File: src/rtl/icache_direct_mapped_if.sv
// rtl/icache_direct_mapped_if.sv - fetch and ROM refill signal bundle for the direct-mapped icache
//
// Purpose: groups the IF-stage fetch handshake and the ROM refill port.
// Ports (slave = cache side):
//   fetch_en, pc, invalidate  : fetch request from the IF stage
//   instr, instr_ready        : instruction returned on a hit
//   mem_req, mem_addr         : word-read request towards the ROM
//   mem_rdata, mem_valid      : ROM read data and beat completion
interface icache_direct_mapped_if #(
    parameter int ADDR_WIDTH = 32
);
    logic                  fetch_en;
    logic [ADDR_WIDTH-1:0] pc;
    logic                  invalidate;
    logic [31:0]           instr;
    logic                  instr_ready;
    logic                  mem_req;
    logic [ADDR_WIDTH-1:0] mem_addr;
    logic [31:0]           mem_rdata;
    logic                  mem_valid;

    modport slave (
        input  fetch_en, pc, invalidate, mem_rdata, mem_valid,
        output instr, instr_ready, mem_req, mem_addr
    );

    modport master (
        output fetch_en, pc, invalidate, mem_rdata, mem_valid,
        input  instr, instr_ready, mem_req, mem_addr
    );
endinterface

File: src/rtl/icache_direct_mapped.sv
// rtl/icache_direct_mapped.sv - direct-mapped instruction cache with word-by-word line refill
//
// Purpose: serves IF-stage fetches combinationally on a hit; on a miss refills the
// whole line from the ROM one word per mem_req/mem_valid beat, then serves the fetch.
// Ports:
//   clk, rst    : rising-edge clock, synchronous active-high reset
//   bus         : icache_direct_mapped_if.slave (fetch handshake + ROM refill port)
//   hit_count   : fetches served as hits (wraps)
//   miss_count  : refills started (wraps)
module icache_direct_mapped #(
    parameter int ADDR_WIDTH     = 32,
    parameter int NUM_LINES      = 16,
    parameter int WORDS_PER_LINE = 4,
    parameter int CNT_WIDTH      = 32
) (
    input  logic                 clk,
    input  logic                 rst,
    icache_direct_mapped_if.slave bus,
    output logic [CNT_WIDTH-1:0] hit_count,
    output logic [CNT_WIDTH-1:0] miss_count
);
    localparam int OFF        = $clog2(WORDS_PER_LINE);
    localparam int IDX        = $clog2(NUM_LINES);
    localparam int OFF_W      = (OFF > 0) ? OFF : 1;
    localparam int TAG_W      = ADDR_WIDTH - OFF - IDX - 2;
    localparam int LINE_BYTES = 4 * WORDS_PER_LINE;

    typedef enum logic {IDLE, REFILL} state_t;

    state_t                state_q, state_d;
    logic [OFF_W-1:0]      beat_q, beat_d;
    logic [ADDR_WIDTH-1:0] base_q, base_d;
    // Set when invalidate arrives while a beat is outstanding: the beat must
    // still complete on the bus, but its data is dropped and the refill ends.
    logic                  abort_q, abort_d;
    logic [NUM_LINES-1:0]  valid_q;
    logic [TAG_W-1:0]      tag_q  [NUM_LINES];
    logic [31:0]           data_q [NUM_LINES][WORDS_PER_LINE];
    logic [CNT_WIDTH-1:0]  hit_count_q, miss_count_q;

    logic [OFF_W-1:0] pc_word;
    logic [IDX-1:0]   pc_index, fill_index;
    logic [TAG_W-1:0] pc_tag, fill_tag;
    logic             hit, last_beat, fill_write;
    logic             hit_inc, miss_inc;
    logic [31:0]      instr;
    logic             instr_ready, mem_req;
    logic [ADDR_WIDTH-1:0] mem_addr;

    assign pc_word    = OFF_W'((bus.pc >> 2) & ADDR_WIDTH'(WORDS_PER_LINE - 1));
    assign pc_index   = IDX'(bus.pc >> (OFF + 2));
    assign pc_tag     = TAG_W'(bus.pc >> (OFF + IDX + 2));
    assign fill_index = IDX'(base_q >> (OFF + 2));
    assign fill_tag   = TAG_W'(base_q >> (OFF + IDX + 2));

    assign hit        = valid_q[pc_index] && (tag_q[pc_index] == pc_tag);
    assign last_beat  = (beat_q == OFF_W'(WORDS_PER_LINE - 1));
    // A beat lands in the array only if nobody has invalidated this refill.
    assign fill_write = (state_q == REFILL) && bus.mem_valid && !abort_q && !bus.invalidate;

    always_comb begin
        state_d     = state_q;
        beat_d      = beat_q;
        base_d      = base_q;
        abort_d     = abort_q;
        instr_ready = 1'b0;
        instr       = '0;
        mem_req     = 1'b0;
        mem_addr    = '0;
        hit_inc     = 1'b0;
        miss_inc    = 1'b0;
        case (state_q)
            IDLE: begin
                if (bus.fetch_en && !bus.invalidate) begin
                    if (hit) begin
                        instr_ready = 1'b1;
                        instr       = data_q[pc_index][pc_word];
                        hit_inc     = 1'b1;
                    end else begin
                        state_d  = REFILL;
                        beat_d   = '0;
                        abort_d  = 1'b0;
                        base_d   = bus.pc & ~ADDR_WIDTH'(LINE_BYTES - 1);
                        miss_inc = 1'b1;
                    end
                end
            end
            REFILL: begin
                mem_req  = 1'b1;
                mem_addr = base_q + (ADDR_WIDTH'(beat_q) << 2);
                if (bus.mem_valid) begin
                    if (abort_q || bus.invalidate || last_beat) begin
                        state_d = IDLE;
                    end else begin
                        beat_d = beat_q + OFF_W'(1);
                    end
                end else if (bus.invalidate) begin
                    abort_d = 1'b1;
                end
            end
            default: state_d = IDLE;
        endcase
    end

    always_ff @(posedge clk) begin
        if (rst) begin
            state_q      <= IDLE;
            beat_q       <= '0;
            base_q       <= '0;
            abort_q      <= 1'b0;
            valid_q      <= '0;
            hit_count_q  <= '0;
            miss_count_q <= '0;
        end else begin
            state_q <= state_d;
            beat_q  <= beat_d;
            base_q  <= base_d;
            abort_q <= abort_d;
            if (hit_inc) hit_count_q <= hit_count_q + CNT_WIDTH'(1);
            if (miss_inc) miss_count_q <= miss_count_q + CNT_WIDTH'(1);
            // invalidate beats a final beat in the same cycle
            if (bus.invalidate) begin
                valid_q <= '0;
            end else if (fill_write && last_beat) begin
                valid_q[fill_index] <= 1'b1;
            end
        end
    end

    // Tag and data arrays carry no reset; valid_q alone qualifies them.
    always_ff @(posedge clk) begin
        if (fill_write) begin
            data_q[fill_index][beat_q] <= bus.mem_rdata;
            if (last_beat) tag_q[fill_index] <= fill_tag;
        end
    end

    assign bus.instr       = instr;
    assign bus.instr_ready = instr_ready;
    assign bus.mem_req     = mem_req;
    assign bus.mem_addr    = mem_addr;
    assign hit_count       = hit_count_q;
    assign miss_count      = miss_count_q;
endmodule

File: src/flat_wrapper.sv
// flat-port wrapper written by rule: the top's interface ports become plain ports
module icache_direct_mapped_flat 
#(
    parameter int ADDR_WIDTH     = 32,
    parameter int NUM_LINES      = 16,
    parameter int WORDS_PER_LINE = 4,
    parameter int CNT_WIDTH      = 32
)
  (clk, rst, hit_count, miss_count, bus_fetch_en, bus_pc, bus_invalidate, bus_mem_rdata, bus_mem_valid, bus_instr, bus_instr_ready, bus_mem_req, bus_mem_addr);
  icache_direct_mapped_if #(.ADDR_WIDTH(ADDR_WIDTH)) bus_i ();
  input  logic clk;
  input  logic rst;
  output logic [CNT_WIDTH-1:0] hit_count;
  output logic [CNT_WIDTH-1:0] miss_count;
  input wire logic [$bits(bus_i.fetch_en)-1:0] bus_fetch_en;
  input wire logic [$bits(bus_i.pc)-1:0] bus_pc;
  input wire logic [$bits(bus_i.invalidate)-1:0] bus_invalidate;
  input wire logic [$bits(bus_i.mem_rdata)-1:0] bus_mem_rdata;
  input wire logic [$bits(bus_i.mem_valid)-1:0] bus_mem_valid;
  output wire logic [$bits(bus_i.instr)-1:0] bus_instr;
  output wire logic [$bits(bus_i.instr_ready)-1:0] bus_instr_ready;
  output wire logic [$bits(bus_i.mem_req)-1:0] bus_mem_req;
  output wire logic [$bits(bus_i.mem_addr)-1:0] bus_mem_addr;
  assign bus_i.fetch_en = bus_fetch_en;
  assign bus_i.pc = bus_pc;
  assign bus_i.invalidate = bus_invalidate;
  assign bus_i.mem_rdata = bus_mem_rdata;
  assign bus_i.mem_valid = bus_mem_valid;
  assign bus_instr = bus_i.instr;
  assign bus_instr_ready = bus_i.instr_ready;
  assign bus_mem_req = bus_i.mem_req;
  assign bus_mem_addr = bus_i.mem_addr;
  icache_direct_mapped #(.ADDR_WIDTH(ADDR_WIDTH), .NUM_LINES(NUM_LINES), .WORDS_PER_LINE(WORDS_PER_LINE), .CNT_WIDTH(CNT_WIDTH)) u_core (.clk(clk), .rst(rst), .bus(bus_i), .hit_count(hit_count), .miss_count(miss_count));
endmodule
File: config.mk
export PLATFORM = sky130hd
export DESIGN_NAME = icache_direct_mapped_flat
export DESIGN_NICKNAME = d
export VERILOG_FILES = /design/src/rtl/icache_direct_mapped_if.sv /design/src/rtl/icache_direct_mapped.sv /design/src/flat_wrapper.sv
export SDC_FILE = /design/constraint.sdc
export NUM_CORES = 2
export LEC_CHECK = 0
export CORE_UTILIZATION = 37
export DETAILED_ROUTE_END_ITERATION = 7
export RECOVER_POWER = 25
export SYNTH_ARGS = -nofsm -noshare
export SYNTH_HDL_FRONTEND = slang
export SYNTH_SLANG_ARGS = --single-unit
File: constraint.sdc
create_clock -name clk -period 15.6 [get_ports clk]
set_input_delay 3.9 -clock clk [delete_from_list [all_inputs] [get_ports clk]]
set_output_delay 3.9 -clock clk [all_outputs]
set_load 0.005 [all_outputs]
==> impl_metrics.toml <==
[status]
status = "finished with violations"
violations = "capacitance limit, slew limit"

[yosys]
synth.top_cell.area_share_pct = 73.4
avgSynthCellArea_um2 = 22.3
synth_cells = 4456
ys_top_cells_by_area = "edfxtp_1, mux4_2, dfxtp_1"
yosys_warnings = 0
synth_cell_types = 68
ys_seq_area_share_pct = 75.7
synth_top_family_by_area = "multiplexers"
yosys.area_share.simple_pct = 3.23
synth-compound-area-share_pct = 0.717
ys.flop_type = "edfxtp_1"
synth_edf_count = 2432
synth_mux_area_share_pct = 18.8
synth-adder-area-share_pct = 0.0755
async_flop_share_pct = 0
synth_xor_area_share_pct = 0.238
ys_seq_elements = 2544
netlist.top_cell.by_area = "edfxtp_1"
netlist_area_mm2 = 0.0995

[global_route]
first_global_vias = 47600
grt_max_degree = 111
overflow = 0
track_usage_pct = 17.6
grt_pass1_wl_mm = 345
antenna_found_initial = 24

[cells_and_area]
nets = 4821
final_util_pct = 42.4
fin_cells = 8512
final_layout_size_suffix_gt1_share_pct = 27.2
design_area_mm2 = 0.114
area_growth_pct = 14.1

[sta]
layout_min_cycle_time_ns = 13.59
tightestPinTransition_ns = 2.80
rsz0062_at_grt = "false"
clock_skew_ns = 0.0800
hold_viol_final = 0
tns_ns = 0
clock.fmax_ghz = 0.0736
max_slew_margin_pct = -86.5
finalSetupViolCount = 0
setup_ws_ns = 2.01
period_share_pct = 87.1
worst_hold_slack_ns = 0.469
slew_viol_final = 1629

[worst_setup_path]
setup.worst_path.start = "bus_pc[4]"
critPathArrivalTime_ns = 9.69
required_ns = 11.70
worstPathCellList = "buf_8, buf_12, mux4_2, mux2i_1, xnor2_1, nor4_1, nand3_1, a211oi_1, nand3_2, nor2b_1, clkdlybuf4s50_1"
max_stage_delay_ns = 1.01
crit_path_max_fanout = 83
critPathTopFamily = "simple AND/OR/NAND/NOR gates"
path_buf_inv = 3
slowest_stage = "nand3_2"
end_kind = "primary output"
critPathKind = "in2out"
r2r-start = "u_core.state_q"
start_kind = "primary input"

[detailed_routing]
vias_per_cell = 5.51
firstDrtPassIters = 6
wl_mm = 240
avgRoutedWirePerCell_um = 28.2
via_count = 46900
drc_errors = 0
drtIter0Drc = 4796
drtAntennaViolNets = 0

[place]
place_congestion = 0.774
port_buffers = 194
placed_cell_area_mm2 = 0.106
hpwl_mm = 130
pre_cts_ws_ns = 1.97
placedCellCount = 8050

[floorplan]
initial_core_util_pct = 37.2
dieArea_mm2 = 0.271
rows = 190
die_h_um = 521
io_pins = 199
fp.coreArea_mm2 = 0.268
die_x_um = 521

[clock_network]
ctsResizeCount = 0
h-tree-depth = 4
cts_tree = "done"
path_clk_slew_ns = 0.06
post_cts_buffers = 0
cts_max_path_buffers = 4
cts.sinks = 2544
clock-root-buffer = "clkbuf_16"
cts_made_buffers = 246
cts_hold_buf = 0
clkLatencyLatePin_ns = 0.90

[power]
power_leakage_nw = 34.6
finalPower_mw = 13.9
powerDensity_mw_per_mm2 = 122
peakVddDrop_v = 0.0000945

[hold_path]
min_from = "u_core.valid_q[2]"
hold_class = "reg2reg"

[job]
maxCapViolCount = 25
flip-flops by register name, indices dropped and copies added, names as in the netlist:
register           cells
u_core.miss_count     32
u_core.tag_q         384
u_core.beat_q          2
u_core.base_q         28
u_core.abort_q         1
u_core.state_q         1
u_core.valid_q        16
u_core.hit_count      32
u_core.data_q       2048
power by group:
part / leakage (nW) / internal [mW] / total (mW) / switching, mW
Clock: 3.80 / 3.23 / 5.75 / 2.51
Sequential: 22.6 / 7.49 / 7.51 / 0.0176
Combinational: 8.20 / 0.256 / 0.637 / 0.380
layout make-up:
| cell class | count | area (um2) |
|---|---|---|
| Tap cell | 3552 | 4440 |
| Inverter | 15 | 56.3 |
| Sequential cell | 2544 | 75300 |
| Antenna cell | 9 | 22.5 |
| Timing Repair Buffer | 292 | 2570 |
| Clock inverter | 138 | 1090 |
| Multi-Input combinational cell | 1647 | 23500 |
| Clock buffer | 315 | 6590 |
| Fill cell | 23100 | 154000 |
synth_stat cells, types with 3 or more instances:
| library cell | instances |
|---|---|
| nor2b_1 | 99 |
| buf_4 | 12 |
| o21a_1 | 3 |
| buf_2 | 73 |
| mux4_2 | 753 |
| nor3_1 | 21 |
| and3_1 | 26 |
| nor4_1 | 32 |
| nor3b_1 | 6 |
| nand2b_1 | 68 |
| a21oi_1 | 7 |
| edfxtp_1 | 2432 |
| inv_1 | 14 |
| and4_1 | 7 |
| dfxtp_1 | 112 |
| a21o_1 | 4 |
| and2_1 | 39 |
| mux2i_1 | 98 |
| a22o_1 | 3 |
| xnor2_1 | 19 |
| buf_1 | 29 |
| nor2_1 | 185 |
| nand4b_1 | 3 |
| a22oi_1 | 12 |
| nor4_2 | 3 |
| mux2_2 | 47 |
| o31ai_1 | 16 |
| mux2_1 | 22 |
| ha_1 | 6 |
| clkbuf_1 | 126 |
| o21ai_0 | 8 |
| a211oi_1 | 6 |
| xor2_1 | 8 |
| nand3_1 | 28 |
| nand2_1 | 48 |
| nand4_1 | 24 |
| o311ai_1 | 10 |
| buf_6 | 9 |
per-layer routing:
metal  track usage, %  share of wire (%)
met4             3.41                1.7
met3             3.47                7.7
met5                0              0.042
met2             27.9                 47
met1             25.3                 43
final timing paths:
| kind | slack, ns | cells past startpoint | end |
|---|---|---|---|
| max | 2.01 | 11 | bus_instr[26] |
| max reg2reg | 10.89 | 6 | u_core.tag_q[12][22] |
| min reg2reg | 0.47 | 2 | u_core.valid_q[2] |
| min | 0.47 | 2 | u_core.valid_q[2] |
cell families (layout without fill, tap and decap cells):
kind of cell | after synthesis | count (layout)
flip-flops | 2544 | 2544
multiplexers | 921 | 921
AND/OR/NAND/NOR | 602 | 602
buffers and inverters | 266 | 760
AO/OA/AOI/OAI | 89 | 89
XOR/XNOR | 27 | 27
adder cells (fa/ha/maj) | 6 | 6
other | 1 | 11
worst register-to-register path, cell delays in order, from the launching register on:
cell     delay [ns]
dfxtp_2        0.38
buf_4          0.46
nand2_1        0.10
nor3_1         0.65
nand2_2        0.73
nor2_4         1.19
buf_4          0.75
placed cells by master (no fill, tap or decap), types with 47 or more instances in the layout:
cell,Yosys,final
nor2b_1,99,99
clkbuf_1,126,80
nor2_1,185,121
nand2b_1,68,68
clkinv_2,0,62
nor2_4,0,64
mux2i_1,98,98
mux4_2,753,753
edfxtp_1,2432,2432
dfxtp_1,112,111
buf_4,12,93
clkinv_1,0,50
clkdlybuf4s50_1,0,155
clkbuf_16,0,249
mux2_2,47,47
No activity file was read; power rests on OpenSTA's default activity.
